`src/rtl/shift_seq_pkg.sv`:
```
// Shared definitions for the logarithmic shifter sequencing controller.
//   - WIDTH / STAGES / AMT_W : datapath width, stage count, shift-amount width
//   - STAGE_WEIGHT           : shift distance of stage k (stage 0 shifts by 16)
//   - DIR_LEFT / DIR_RIGHT   : encodings of the DIR input
//   - state_e                : controller FSM states
//   - next_active_stage()    : stage-skip helper used by the SKIP_ZERO_STAGE_EN build
package shift_seq_pkg;

  localparam int unsigned WIDTH  = 32;
  localparam int unsigned STAGES = 5;
  localparam int unsigned AMT_W  = 5;

  localparam int unsigned STAGE_WEIGHT [STAGES] = '{16, 8, 4, 2, 1};

  localparam logic DIR_LEFT  = 1'b1;
  localparam logic DIR_RIGHT = 1'b0;

  // StK encodes as K+1 so the stage index is recoverable from the state value.
  typedef enum logic [2:0] {
    StIdle = 3'd0,
    St0    = 3'd1,
    St1    = 3'd2,
    St2    = 3'd3,
    St3    = 3'd4,
    St4    = 3'd5,
    StFin  = 3'd6
  } state_e;

  // First stage index >= first whose amount bit is set, as a state; StFin if none.
  function automatic state_e next_active_stage(input logic [AMT_W-1:0] amt,
                                               input int unsigned first);
    state_e nxt;
    nxt = StFin;
    for (int k = STAGES - 1; k >= 0; k--) begin
      if (k >= int'(first) && amt[STAGES-1-k]) nxt = state_e'(3'(k + 1));
    end
    return nxt;
  endfunction

endpackage

```
`src/rtl/shift_stage_dec.sv`:
```
// Per-stage select decoder for one shift stage.
// Ports:
//   active          in  : this stage owns the result bus this cycle
//   amt_bit         in  : shift-amount bit belonging to this stage
//   dir             in  : DIR_LEFT / DIR_RIGHT
//   l_shift/r_shift/no_shift      out : one-hot direction select
//   left_not/right_not/old_not    out : complements of the selects
//   shift_en/shift_en_not         out : bus enable and its complement
// Inactive stages park on no_shift so every stage always has exactly one select high.
module shift_stage_dec
  import shift_seq_pkg::*;
(
  input  logic active,
  input  logic amt_bit,
  input  logic dir,
  output logic l_shift,
  output logic r_shift,
  output logic no_shift,
  output logic left_not,
  output logic right_not,
  output logic old_not,
  output logic shift_en,
  output logic shift_en_not
);

  always_comb begin
    l_shift      = active & amt_bit & (dir == DIR_LEFT);
    r_shift      = active & amt_bit & (dir == DIR_RIGHT);
    no_shift     = ~(l_shift | r_shift);
    left_not     = ~l_shift;
    right_not    = ~r_shift;
    old_not      = ~no_shift;
    shift_en     = active;
    shift_en_not = ~active;
  end

endmodule

```
`src/rtl/shift_seq_ctrl.sv`:
```
// Sequencing controller for the 32-bit 16/8/4/2/1 logarithmic shifter.
// Holds the operand register feeding every stage, enables one stage per cycle onto
// the shared result bus, captures the bus back, and returns the result with DONE.
// Ports:
//   CLK, RST (async, active-high), START, DIR (1=left), AMT[4:0], DIN, BUS_IN
//   STAGE_IN                        : operand register to all stage inputs
//   L_SHIFT/R_SHIFT/NO_SHIFT        : per-stage one-hot select
//   LEFT_NOT/RIGHT_NOT/OLD_NOT      : their complements
//   shift_en/shift_en_not           : per-stage bus enable (one-hot or zero) and complement
//   BUSY, DONE (one-cycle pulse), DOUT (held result)
// Parameter CAPTURE_INV inverts BUS_IN on capture for an odd-inverting stage path.
// Build option: define SKIP_ZERO_STAGE_EN to skip stages whose amount bit is 0
// (latency popcount(AMT)+1); otherwise all five stages are walked (latency 6).
module shift_seq_ctrl
  import shift_seq_pkg::*;
#(
  parameter bit CAPTURE_INV = 1'b0
) (
  input  logic              CLK,
  input  logic              RST,
  input  logic              START,
  input  logic              DIR,
  input  logic [AMT_W-1:0]  AMT,
  input  logic [WIDTH-1:0]  DIN,
  input  logic [WIDTH-1:0]  BUS_IN,
  output logic [WIDTH-1:0]  STAGE_IN,
  output logic [STAGES-1:0] L_SHIFT,
  output logic [STAGES-1:0] R_SHIFT,
  output logic [STAGES-1:0] NO_SHIFT,
  output logic [STAGES-1:0] LEFT_NOT,
  output logic [STAGES-1:0] RIGHT_NOT,
  output logic [STAGES-1:0] OLD_NOT,
  output logic [STAGES-1:0] shift_en,
  output logic [STAGES-1:0] shift_en_not,
  output logic              BUSY,
  output logic              DONE,
  output logic [WIDTH-1:0]  DOUT
);

  state_e             state_q, state_d;
  logic [STAGES-1:0]  stage_act_q, stage_act_d;
  logic [AMT_W-1:0]   amt_q;
  logic               dir_q;
  logic [WIDTH-1:0]   stage_in_q;
  logic [WIDTH-1:0]   dout_q;
  logic               busy_q;
  logic               done_q;
  logic [WIDTH-1:0]   capture;

  always_comb begin
    state_d = state_q;
    capture = BUS_IN ^ {WIDTH{CAPTURE_INV}};
    unique case (state_q)
      StIdle: begin
        if (START) begin
`ifdef SKIP_ZERO_STAGE_EN
          state_d = next_active_stage(AMT, 0);
`else
          state_d = St0;
`endif
        end
      end
      St0, St1, St2, St3, St4: begin
`ifdef SKIP_ZERO_STAGE_EN
        // State value K+1 is also the index of the next stage to consider.
        state_d = next_active_stage(amt_q, 32'(state_q));
`else
        state_d = (state_q == St4) ? StFin : state_e'(state_q + 3'd1);
`endif
      end
      StFin:   state_d = StIdle;
      default: state_d = StIdle;
    endcase

    // Enables come straight from a one-hot register, so no decode glitch can
    // briefly turn on two stage drivers during a state change.
    for (int k = 0; k < STAGES; k++) begin
      stage_act_d[k] = (state_d == state_e'(3'(k + 1)));
    end
  end

  always_ff @(posedge CLK or posedge RST) begin
    if (RST) begin
      state_q     <= StIdle;
      stage_act_q <= '0;
      amt_q       <= '0;
      dir_q       <= 1'b0;
      stage_in_q  <= '0;
      dout_q      <= '0;
      busy_q      <= 1'b0;
      done_q      <= 1'b0;
    end else begin
      state_q     <= state_d;
      stage_act_q <= stage_act_d;
      busy_q      <= (state_d != StIdle) && (state_d != StFin);
      done_q      <= (state_d == StFin);
      unique case (state_q)
        StIdle: begin
          if (START) begin
            stage_in_q <= DIN;
            amt_q      <= AMT;
            dir_q      <= DIR;
            // Only reachable with stage skipping and AMT=0.
            if (state_d == StFin) dout_q <= DIN;
          end
        end
        St0, St1, St2, St3, St4: begin
          stage_in_q <= capture;
          // Load DOUT on entry to FIN so it is valid alongside DONE.
          if (state_d == StFin) dout_q <= capture;
        end
        default: ;
      endcase
    end
  end

  for (genvar k = 0; k < STAGES; k++) begin : g_stage
    shift_stage_dec u_dec (
      .active       (stage_act_q[k]),
      .amt_bit      (amt_q[STAGES-1-k]),
      .dir          (dir_q),
      .l_shift      (L_SHIFT[k]),
      .r_shift      (R_SHIFT[k]),
      .no_shift     (NO_SHIFT[k]),
      .left_not     (LEFT_NOT[k]),
      .right_not    (RIGHT_NOT[k]),
      .old_not      (OLD_NOT[k]),
      .shift_en     (shift_en[k]),
      .shift_en_not (shift_en_not[k])
    );
  end

  assign STAGE_IN = stage_in_q;
  assign DOUT     = dout_q;
  assign BUSY     = busy_q;
  assign DONE     = done_q;

endmodule

```
`config.mk`:
```
export PLATFORM = sky130hd
export DESIGN_NAME = shift_seq_ctrl
export DESIGN_NICKNAME = d
export VERILOG_FILES = /design/src/rtl/shift_seq_pkg.sv /design/src/rtl/shift_stage_dec.sv /design/src/rtl/shift_seq_ctrl.sv
export SDC_FILE = /design/constraint.sdc
export NUM_CORES = 1
export LEC_CHECK = 0
export ABC_AREA = 1
export CAP_MARGIN = 25
export CORE_MARGIN = 1
export CORE_UTILIZATION = 46
export CTS_CLUSTER_SIZE = 12
export DETAILED_ROUTE_END_ITERATION = 8
export PLACE_DENSITY = 0.91
export SETUP_SLACK_MARGIN = 0.15
export SKIP_LAST_GASP = 1
export SYNTH_ARGS = -nofsm -noshare
export SYNTH_HDL_FRONTEND = slang
export SYNTH_SLANG_ARGS = --single-unit
```
`constraint.sdc`:
```
create_clock -name CLK -period 5.3 [get_ports CLK]
set_input_delay 1.06 -clock CLK [delete_from_list [all_inputs] [get_ports CLK]]
set_output_delay 1.06 -clock CLK [all_outputs]
set_load 0.02 [all_outputs]
```
## Yosys cells after proc, flatten, opt, wreduce, memory -nomap -nowiden

Index checks and enable logic that the tools add are counted.

- Add/sub/neg operators: 1
- Multipliers: 0
- Div/mod/pow operators: 0
- Order comparisons: 0
- Equality and inequality tests: 15
- Shift operators: 0
- Multiplexer cells: 9
- Bitwise gates (word level): 41
- Reductions and logical operators: 8

Operator list:

| operator | number |
|---|---|
| $mux W32 | 4 |
| $pmux W32 S2 | 2 |
| $not A1 Y1 | 21 |
| $and A1 B1 Y1 | 15 |
| $eq A3 B3 Y1 const B | 5 |
| $eq A3 B2 Y1 const B | 4 |
| $eq A3 B1 Y1 const B | 2 |
| $mux W3 | 2 |
| $ne A2 B2 Y1 const B | 3 |
| $pmux W3 S2 | 1 |
| $or A1 B1 Y1 | 5 |
| $reduce_or A5 Y1 | 1 |
| $reduce_and A2 Y1 | 2 |
| $reduce_and A4 Y1 | 1 |
| $add A3 B1 Y3 const B | 1 |
| $logic_not A3 Y1 | 1 |
| $ne A3 B3 Y1 const B | 1 |
| $reduce_bool A3 Y1 | 1 |
| $reduce_bool A2 Y1 | 1 |
| $logic_and A1 B1 Y1 | 1 |

- Register bits: 80
- Bits in latches: 0
- RAM bits: 0
- Bits in read-only memories: 0
- Input port bits: 73
- Output and inout port bits: 106
- Word-level logic and storage cells: 82
- Memories: 0

## Depth between registers and ports, before layout

Gate-level depths: netlist (run 1).

- Depth in word-level cells: 7
- Depth in mapped cells: 11
- Mapped depth without buffers: 10

## Modules after synthesis

Synthesis (run 1) repeated with hierarchy kept, for this count alone.

- Cell total of the unflattened synthesis: 468
- Area total of the unflattened synthesis: 3861.2 um2

Modules (own cells, without submodules):

| module | times used | cells each | area an instance (um2) | sequential area each (um2) |
|---|---|---|---|---|
| shift_seq_ctrl | 1 | 423 | 3648.5 | 2001.9 |
| shift_stage_dec | 5 | 9 | 42.5 | 0.0 |

## Worst setup path before layout (run 1)

Ideal clock, no wire load.

- Kind: input port to flip-flop
- Start point: in START
- End point: reg dout_q[8] (netlist: DOUT[8])
- Setup time: 117 ps
- Arrival time: 1830 ps
- Required time: 5183 ps
- Slack: 3353 ps
- Stages: 7
- Buffers on the path: 1
- Cell sequence: inv_1 > a21oi_1 > a21oi_4 > nand4_2 > buf_4 > nand2_1 > nand2_1

- Longest elaborated chain between the ends: 5
- Elaborated cells on any way between the ends: 7
- Classes of those cells: 4 x eq/ne; 2 x mux; 1 x reduce/logical

RTL lines:

| what | RTL line | RTL |
|---|---|---|
| start: declaration | shift_seq_ctrl.sv:21 | `input logic START,` |
| $mux W3 | shift_seq_ctrl.sv:55 | `if (START) begin` |
| $pmux W3 S2 | shift_seq_ctrl.sv:53 | `unique case (state_q)` |
| $eq A3 B3 Y1 | shift_seq_ctrl.sv:104, shift_seq_ctrl.sv:110 |  |
| $ne A2 B2 Y1 (no line) | -- |  |
| $reduce_and A4 Y1 (no line) * | -- |  |
| end signal: assignment | shift_seq_ctrl.sv:110 | `if (state_d == StFin) dout_q <= capture;` |
| end: declaration | shift_seq_ctrl.sv:45 | `logic [WIDTH-1:0] dout_q;` |

Mark *: on every way between the ends. The rest lies on a longest branch, timed or not.
A chain may end at the register's enable or synchronous reset.

## Worst setup path after layout (run 1)

- Start point: reg state_q[0]
- End point: reg dout_q[13] (netlist: DOUT[13])

- Longest elaborated chain between the ends: 6
- Elaborated cells on any way between the ends: 18
- Classes of those cells: 1 x add/sub; 9 x eq/ne; 4 x mux; 4 x reduce/logical

RTL lines:

| what | RTL line | RTL |
|---|---|---|
| start: declaration | shift_seq_ctrl.sv:40 | `state_e state_q, state_d;` |
| start signal: assignment | shift_seq_ctrl.sv:84 | `state_q <= StIdle;` |
| start signal: assignment | shift_seq_ctrl.sv:93 | `state_q <= state_d;` |
| $add A3 B1 Y3, or another cell as far along | shift_seq_ctrl.sv:68 | `state_d = (state_q == St4) ? StFin : state_e'(state_q + 3'd1);` |
| $mux W3 or $reduce_or A5 Y1 (tied branches) | shift_seq_ctrl.sv:68, shift_seq_ctrl.sv:53, shift_seq_ctrl.sv:97 |  |
| $pmux W3 S2 | shift_seq_ctrl.sv:53 |  |
| $eq A3 B3 Y1 | shift_seq_ctrl.sv:104, shift_seq_ctrl.sv:110 |  |
| $ne A2 B2 Y1 (no line) | -- |  |
| $reduce_and A4 Y1 (no line) | -- |  |

Parallel ways exist; a longest one is shown, timed or not.

==> metrics list, run 1 <==
- The flow ran to the end, and the final reports show no timing, DRC or antenna violations.
* Proportion of netlist area held by the largest area contributor: 0.489
- Along the worst path, the maximum fanout reaches 38.
* Synth Area in Adders: 0.00916
- Worst reg-to-reg path cell count: 8
* Master cell of the clock root buffer: sky130_fd_sc_hd__clkbuf_8
- Final setup violating endpoints: 0
- Smallest setup slack after layout: 1.70 ns
- Logic pwr share: 0.612
- The die covers 0.00929 mm2.
- The detail route stage leaves a number of antenna-violating nets equal to 0.
* Main combinational cell family by area after synthesis: simple AND/OR/NAND/NOR gates
- Startpoint class of the critical path: flop
- Transition time of the tightest slew-check pin: 0.903 ns
* Iteration-0 DRC count of the detailed router: 152
- After clock tree synthesis, the clock-pin slew on the worst setup and hold paths is 0.08 ns.
* Main area contributors after synthesis: sky130_fd_sc_hd__dfrtp_1 (49%), sky130_fd_sc_hd__nand2_1 (14%), sky130_fd_sc_hd__buf_4 (7.9%)
- Floorplan die width: 96.4 um
- After synthesis the netlist holds a flip-flop and latch count of 80.
- Clock Sinks: 80
- Antenna cells: 0
- Sequential standard cell area: 0.00200 mm2
- From synthesis to final layout, the design area changed by 42.1%.
- Hold violation count in the final report: 0
* Sequential fraction of the synthesis area: 0.489
- Prior to clock tree synthesis, the placed netlist has a worst setup slack of 1.53 ns.
* Net switching share of the total power: 0.474
- Before antenna repair, the detailed router went through 5 iterations.
- I/O pin total: 179
- The final route contains 3866 vias.
- Multi-input combinational cell area: 0.00152 mm2
- Seq pwr share: 0.273
- When the netlist entered floorplanning its net count stood at 576.
* Port buffer count: 178
- The clock passes through at most 2 buffers.
* # DRC: 0
* Placed instance area: 0.00559 mm2
- Measured against the total synthesized area, the mux share comes to 0.0137.
- In this run the most critical hold path is launched from DOUT[19].
- For this design the static power due to leakage is 2.74 nW.
- Average detailed-routed wire length per instance: 14.9 um
- In this run, CTS created clock tree buffers numbering 9.
* Worst-case clock skew: 0.0115 ns
- Number of max-slew violations in the final report: 0
- Summed over all failing endpoints, the final setup total negative slack is 0 ns.
* Maximum number of pins on one net before global-route repair: 65
* Wire length after detailed routing: 11000 um
* Required time of the critical path: 5.52 ns
- H-Tree Level Count: 3
- Dividing the synthesized area by the synthesized cell count gives 8.20 um2.
- Library cell occupying the most area in the post-synthesis netlist: sky130_fd_sc_hd__dfrtp_1
* Crit path DAT: 3.82 ns
* Grt total ovfl: 0
- Detailed placer's ending HPWL: 7860 um
- After clock tree synthesis, the repair step resized 0 gates.
- Number of global-route vias before repair: 3518
- Cell Area, Synth: 0.00410 mm2
- Number of nets in the finished design: 701
- Power per standard cell area: 710 mW/mm2
- Share of the clock period used by the worst path: 0.679
- Chip height: 96.4 um
- Cell-internal power: 2.17 mW
- Reg2Reg Launch Point: state_q[0]
* Wire length of the first global-routing pass: 16500 um
- TritonCTS clock tree: built
* Clk network pwr share: 0.115
* Post CTS Setup Buffer Count: 0
* Starting Density: 0.472
- Vias per Instance: 5.25
- Area of all placed cells without fillers: 0.00582 mm2
* Distinct cell type count after synthesis: 22
* Weighted congestion reported at the end of routability-driven placement: 0.832
* Antenna violations before repair: 0
* Quantity of hold-fixing buffers added after cts: 0
* Total track usage: 0.232
* Synth Warn #: 0
- The worst hold path belongs to the class reg2reg.
* Cell depth of the worst hold path: 2
- Capture point of the worst reg-to-reg path: DOUT[13]
* XOR/XNOR Fraction of Synth Area: 0
- Max transition margin: 0.396
- Type of element capturing the critical path: flop
* Switching component of the power: 1.96 mW
- In the synthesized netlist, the number of instances is 500.
- Compound-cell area share of the yosys netlist: 0.0644
* Share of final-layout standard cells stronger than drive strength 1: 0.0556
* Worst-case register-to-register setup slack: 1.70 ns
* Number of filler instances in the final layout: 685
- Peak supply drop: 349 uV
- The floorplan step defined a core boundary enclosing 0.00868 mm2.
* Clock Latency Late Sink: 0.34 ns
- Fmax: 0.278 GHz
* Row Count: 34
- Endpoint of the worst hold path: DOUT[19]
- Final Critical Period: 3.60 ns
- Across the run, the number of max-cap violations was 0.
- Of the total synthesized cell area, the portion taken by AND, OR, NAND and NOR gates is 0.285.
- Setup repair after global routing left no endpoint under its margin.
- Critical Setup Path Class: reg2reg
## per-layer routing
layer  up-vias  part of all wire  track usage
li1       1849                 -            -
met1      1807              0.38        0.275
met2       185              0.52        0.419
met3        25             0.078       0.0485
met4         0             0.019       0.0784
met5         -                 0            0
## worst max-delay path by stage
stage | start | endpoint | slack [ns] | depth (start not counted)
floorplan | RST | BUSY | 2.19 | 1
CTS | state_q[0] | DOUT[3] | 1.67 | 8
finish | state_q[0] | DOUT[13] | 1.70 | 8
global route | state_q[0] | DOUT[25] | 1.29 | 8
global placement | START | DOUT[25] | 1.65 | 7
detailed placement | START | DOUT[3] | 1.53 | 7
## state kept, by name, summed over array words and instances (netlist names)
signal	count
amt_q	5
STAGE_IN	32
state_q	3
DOUT	32
stage_act_q	5
DONE	1
dir_q	1
BUSY	1
## stage by stage
step	cells	util	hold slack, ns	total power, mW
after global routing	737	0.671	0.498	4.43
after global placement	721	0.645	0.456	3.54
final	737	0.671	0.475	4.13
after CTS	736	0.669	0.477	4.12
after detailed placement	721	0.645	0.457	3.64
after floorplan	500	-	0.479	2.76
## cell families after synthesis
family,after synthesis
and+or+nand+nor,271
AOI/OAI and AO/OA,39
muxes,5
DFF,80
adders and majority gates,3
buffers and inverters,102
## critical path, cell delays in order (launching register included)
cell and delay (ns):
sky130_fd_sc_hd__dfrtp_1 0.44, sky130_fd_sc_hd__inv_1 0.09, sky130_fd_sc_hd__ha_1 0.22, sky130_fd_sc_hd__nand2_1 0.10, sky130_fd_sc_hd__nand2_2 0.48, sky130_fd_sc_hd__a21oi_4 0.92
sky130_fd_sc_hd__nand4_2 0.89, sky130_fd_sc_hd__nand2_1 0.25, sky130_fd_sc_hd__nand2_1 0.08
## cells in the mapped netlist (all sizes together)
cell / n
buf: 60
nor3: 1
a31oi: 32
nand3: 35
inv: 34
clkbuf: 8
nand4: 33
o21ai: 1
a21o: 1
dfrtp: 80
a21oi: 5
nand2: 155
ha: 3
nor2: 47
mux2: 5
## power groups by stage
stage / clock [mW] / combinational (mW) / sequential (mW)
floorplan: 0 / 1.34 / 1.42
global placement: 0 / 2.41 / 1.13
detailed placement: 0 / 2.51 / 1.13
CTS: 0.486 / 2.51 / 1.13
global route: 0.508 / 2.76 / 1.16
finish: 0.476 / 2.53 / 1.13
## final cells by class
class | instances | area share
Clock buffer | 9 | 0.0213
Clock inverter | 6 | 0.0144
Inverter | 34 | 0.0221
Multi-Input combinational cell | 318 | 0.262
Sequential cell | 80 | 0.344
Tap cell | 108 | 0.0232
Timing Repair Buffer | 182 | 0.313
## cells in the final DEF (no fill, tap or decap)
| cell type | Yosys | final |
|---|---|---|
| sky130_fd_sc_hd__nand3_1 | 34 | 34 |
| sky130_fd_sc_hd__dfrtp_1 | 80 | 80 |
| sky130_fd_sc_hd__a31oi_1 | 32 | 32 |
| sky130_fd_sc_hd__mux2_2 | 5 | 5 |
| sky130_fd_sc_hd__o21ai_2 | 1 | 1 |
| sky130_fd_sc_hd__ha_1 | 3 | 3 |
| sky130_fd_sc_hd__buf_4 | 43 | 3 |
| sky130_fd_sc_hd__nand3_2 | 1 | 1 |
| sky130_fd_sc_hd__nand2_2 | 4 | 4 |
| sky130_fd_sc_hd__nor2_1 | 47 | 47 |
| sky130_fd_sc_hd__clkbuf_8 | 0 | 9 |
| sky130_fd_sc_hd__clkdlybuf4s50_1 | 0 | 178 |
| sky130_fd_sc_hd__nand4_2 | 1 | 1 |
| sky130_fd_sc_hd__a21o_1 | 1 | 1 |
| sky130_fd_sc_hd__inv_6 | 0 | 1 |
| sky130_fd_sc_hd__inv_1 | 33 | 32 |
| sky130_fd_sc_hd__nand4_1 | 32 | 32 |
| sky130_fd_sc_hd__clkinv_2 | 0 | 4 |
| sky130_fd_sc_hd__a21oi_4 | 2 | 2 |
| sky130_fd_sc_hd__nand2_1 | 151 | 151 |
| sky130_fd_sc_hd__buf_12 | 0 | 1 |
| sky130_fd_sc_hd__nor3_1 | 1 | 1 |
| sky130_fd_sc_hd__inv_2 | 1 | 1 |
| sky130_fd_sc_hd__a21oi_1 | 3 | 3 |
| sky130_fd_sc_hd__bufinv_16 | 0 | 2 |
Note: power is estimated with default switching activity, not from simulation.
==> inputs of run 2 (changes only) <==
--- a/config.mk
+++ b/config.mk
@@ -8,10 +8,10 @@
 export ABC_AREA = 1
 export CAP_MARGIN = 25
 export CORE_MARGIN = 1
-export CORE_UTILIZATION = 46
+export CORE_UTILIZATION = 43
 export CTS_CLUSTER_SIZE = 12
 export DETAILED_ROUTE_END_ITERATION = 8
-export PLACE_DENSITY = 0.91
+export PLACE_DENSITY = 0.86
 export SETUP_SLACK_MARGIN = 0.15
 export SKIP_LAST_GASP = 1
 export SYNTH_ARGS = -nofsm -noshare
==> constraint.sdc (replaced) <==
create_clock -name CLK -period 3.34 [get_ports CLK]
set_input_delay 0.668 -clock CLK [delete_from_list [all_inputs] [get_ports CLK]]
set_output_delay 0.668 -clock CLK [all_outputs]
set_load 0.02 [all_outputs]
==> run 2 against run 1 <==
Flip-flop and latch count did not move; critical path depth fell by 5; final cell count rose by 3.5%; clock power rose by 53%; final area rose by 0.82%; clock skew fell by 0.0019 ns; utilization fell by 3.6 points; total power rose by 58%; routed wire length rose by 3.0%; first-iteration DRC count rose by 20%; largest cell class unchanged.
==> metrics list, run 2 (synthesized netlist as in run 1, its figures left out) <==
* Outcome: complete, no violations
- The total placed instance area came to 0.00567 mm2 (+1.4%).
* # DRC: 0 (unchanged)
- The chip height is 99.6 um (+3.4%).
- STA classifies the critical path startpoint as a flop.
- ANT nets after route: 0 (unchanged)
* Final Critical Period: 2.43 ns
* Worst hold path class: reg2reg
- CTS clk-pin slew, worst paths: 0.08 ns (about the same)
* Vias per Instance: 5.10 (-2.7%)
- Commonest non-fill, non-tap cell in the layout: sky130_fd_sc_hd__clkdlybuf4s50_1
- Post-layout power: 6.54 mW (+58%)
* Final setup violating endpoints: 0 (unchanged)
- The maximum VDD drop is 590 uV (+69%).
- Iteration-0 DRC count of the detailed router: 182 (+20%)
- Area growth from synthesis to final layout: 43.2%
- The post-layout instance area came to 0.00587 mm2 (+0.82%).
- The horizontal die dimension was 99.6 um (+3.4%).
- The number of max-cap violations came to 0 (unchanged).
* I/O pin total: 179 (unchanged)
- The top cell types in the final layout, fill and taps aside, are sky130_fd_sc_hd__clkdlybuf4s50_1 (178), sky130_fd_sc_hd__nand2_1 (151), sky130_fd_sc_hd__dfrtp_1 (80).
* Number of buffers added by the clock tree synthesis step: 9 (unchanged)
* TritonCTS clock tree: built
- Total track usage: 0.234 (+0.00134)
- Smallest setup slack after layout: 0.908 ns (-0.795 ns)
- Setup repair after global routing left no endpoint under its margin.
- Static leakage power: 2.75 nW (+0.46%)
- The final wirelength was 11300 um (+3.0%).
- The number of slew-limit violations in the final report is 0 (unchanged).
* Antenna violations before repair: 0 (unchanged)
- The sink count of the clock tree was 80 (unchanged).
- Max transition margin: 0.581 (+0.185)
* Master cell of the clock root buffer: sky130_fd_sc_hd__clkbuf_8
- The total count of hold-check failures in the final report was 0 (unchanged).
* Type of element capturing the critical path: output pin
* Transition time of the tightest slew-check pin: 0.627 ns (-0.276 ns)
- The total power density per cell area was 1110 mW/mm2 (+57%).
- Worst-case clock skew: 0.00959 ns (-0.00192 ns)
- Layout Utilization: 0.635 (-0.0356)
* Starting Density: 0.443 (-0.0287)
- Share of final-layout standard cells stronger than drive strength 1: 0.0599 (+0.00429)
- The total half-perimeter wirelength after legalization and detailed placement is 8240 um (+4.8%).
- The maximum root-to-sink buffer count is 2 (unchanged).
- The placer congestion estimate was 0.795 (-4.5%).
- The total of buffers placed on input and output ports came to 178 (unchanged).
* TritonRoute pass-1 iters: 4 (-1)
* Number of global-route vias before repair: 3765 (+7.0%)
* Die Footprint: 0.00992 mm2 (+6.8%)
- The maximum level of the CTS H-tree was 3 (unchanged).
* Fmax: 0.411 GHz
- Number of filler instances in the final layout: 788 (+15%)
- The aggregate global routing overflow is 0 (unchanged).
* Wire length of the first global-routing pass: 18000 um (+8.7%)
* Share of the clock period used by the worst path: 0.728
- The antenna diode count came to 0 (unchanged).
- Average detailed-routed wire length per instance: 14.9 um (-0.50%)
* Number of nets in the finished design: 705 (+0.57%)
- Count of instances resized after the clock tree is built: 0 (unchanged)
- Post-route setup TNS: 0 ns (unchanged)
- Max Fanout on Critical Path: 6 (-84%)
- Area of the placeable core: 0.00924 mm2 (+6.5%)
* Worst setup timing slack at the placement stage: 0.868 ns (-0.657 ns)
- The total number of vias is 3895 (+0.75%).
- The quantity of hold-fixing buffers added after cts came to 0 (unchanged).
* Maximum number of pins on one net before global-route repair: 81 (+25%)
- The arrival time at the worst endpoint is 1.76 ns (-2.06 ns).
* Required time of the critical path: 2.67 ns (-2.85 ns)
* Row Count: 35 (+2.9%)
- The worst setup path is of the reg2out kind.
- Post CTS Setup Buffer Count: 0 (unchanged)
- The clock latency on the worst-skew pair came to 0.36 ns (+0.02 ns).
==> run 2: cell types whose count changed in the layout (fill, tap and decap cells not counted), sizes merged <==
cell	before	now
clkbuf	9	13
buf	4	8
clkinv	4	3
bufinv	2	1
inv	34	33
==> run 2: worst paths after layout <==
| kind | start | end | slack, ns | cells past startpoint |
|---|---|---|---|---|
| min in group asynchronous | RST | DOUT[21] | 0.69 | 3 |
| hold / removal | DOUT[6] | DOUT[6] | 0.48 | 2 |
| max in group asynchronous | RST | DOUT[19] | 2.26 | 3 |
| hold reg to reg | DOUT[6] | DOUT[6] | 0.48 | 2 |
| setup reg to reg | state_q[0] | DOUT[8] | 1.03 | 9 |
| setup / recovery | dir_q | L_SHIFT[2] | 0.91 | 3 |
==> run 2: stage by stage <==
stage / cells / hold WS [ns]
floorplan: 500 / 0.479
global placement: 747 / 0.453
detailed placement: 747 / 0.459
CTS: 763 / 0.478
global route: 763 / 0.497
finish: 763 / 0.476
==> run 2: per-layer routing <==
layer	GRT usage	share of wire	vias up
li1	-	-	1851
met1	0.274	0.40	1851
met2	0.413	0.51	172
met3	0.0429	0.065	21
met4	0.113	0.024	0
met5	0	0	-
==> run 2: critical path, cell delays in order, from the launching register on <==
cell	delay, ns
sky130_fd_sc_hd__dfrtp_1	0.44
sky130_fd_sc_hd__inv_1	0.15
sky130_fd_sc_hd__nor2_1	0.17
sky130_fd_sc_hd__clkdlybuf4s50_1	0.65
==> run 2: final cells by class <==
class	count	area, um2	share of cell area
flip-flops and latches	80	2000	0.341
repair buffers	186	1850	0.316
multi-input cells	318	1520	0.260
well taps	129	161	0.0275
clock buffers	13	159	0.0271
inverters	34	129	0.0220
clock inverters	3	40.0	0.00682
==> run 2: power by group <==
group	total, mW	internal (mW)	leakage (nW)	switching (mW)
clock	0.728	0.385	0.103	0.343
combinational	4.03	1.56	1.70	2.46
sequential	1.79	1.48	0.948	0.307
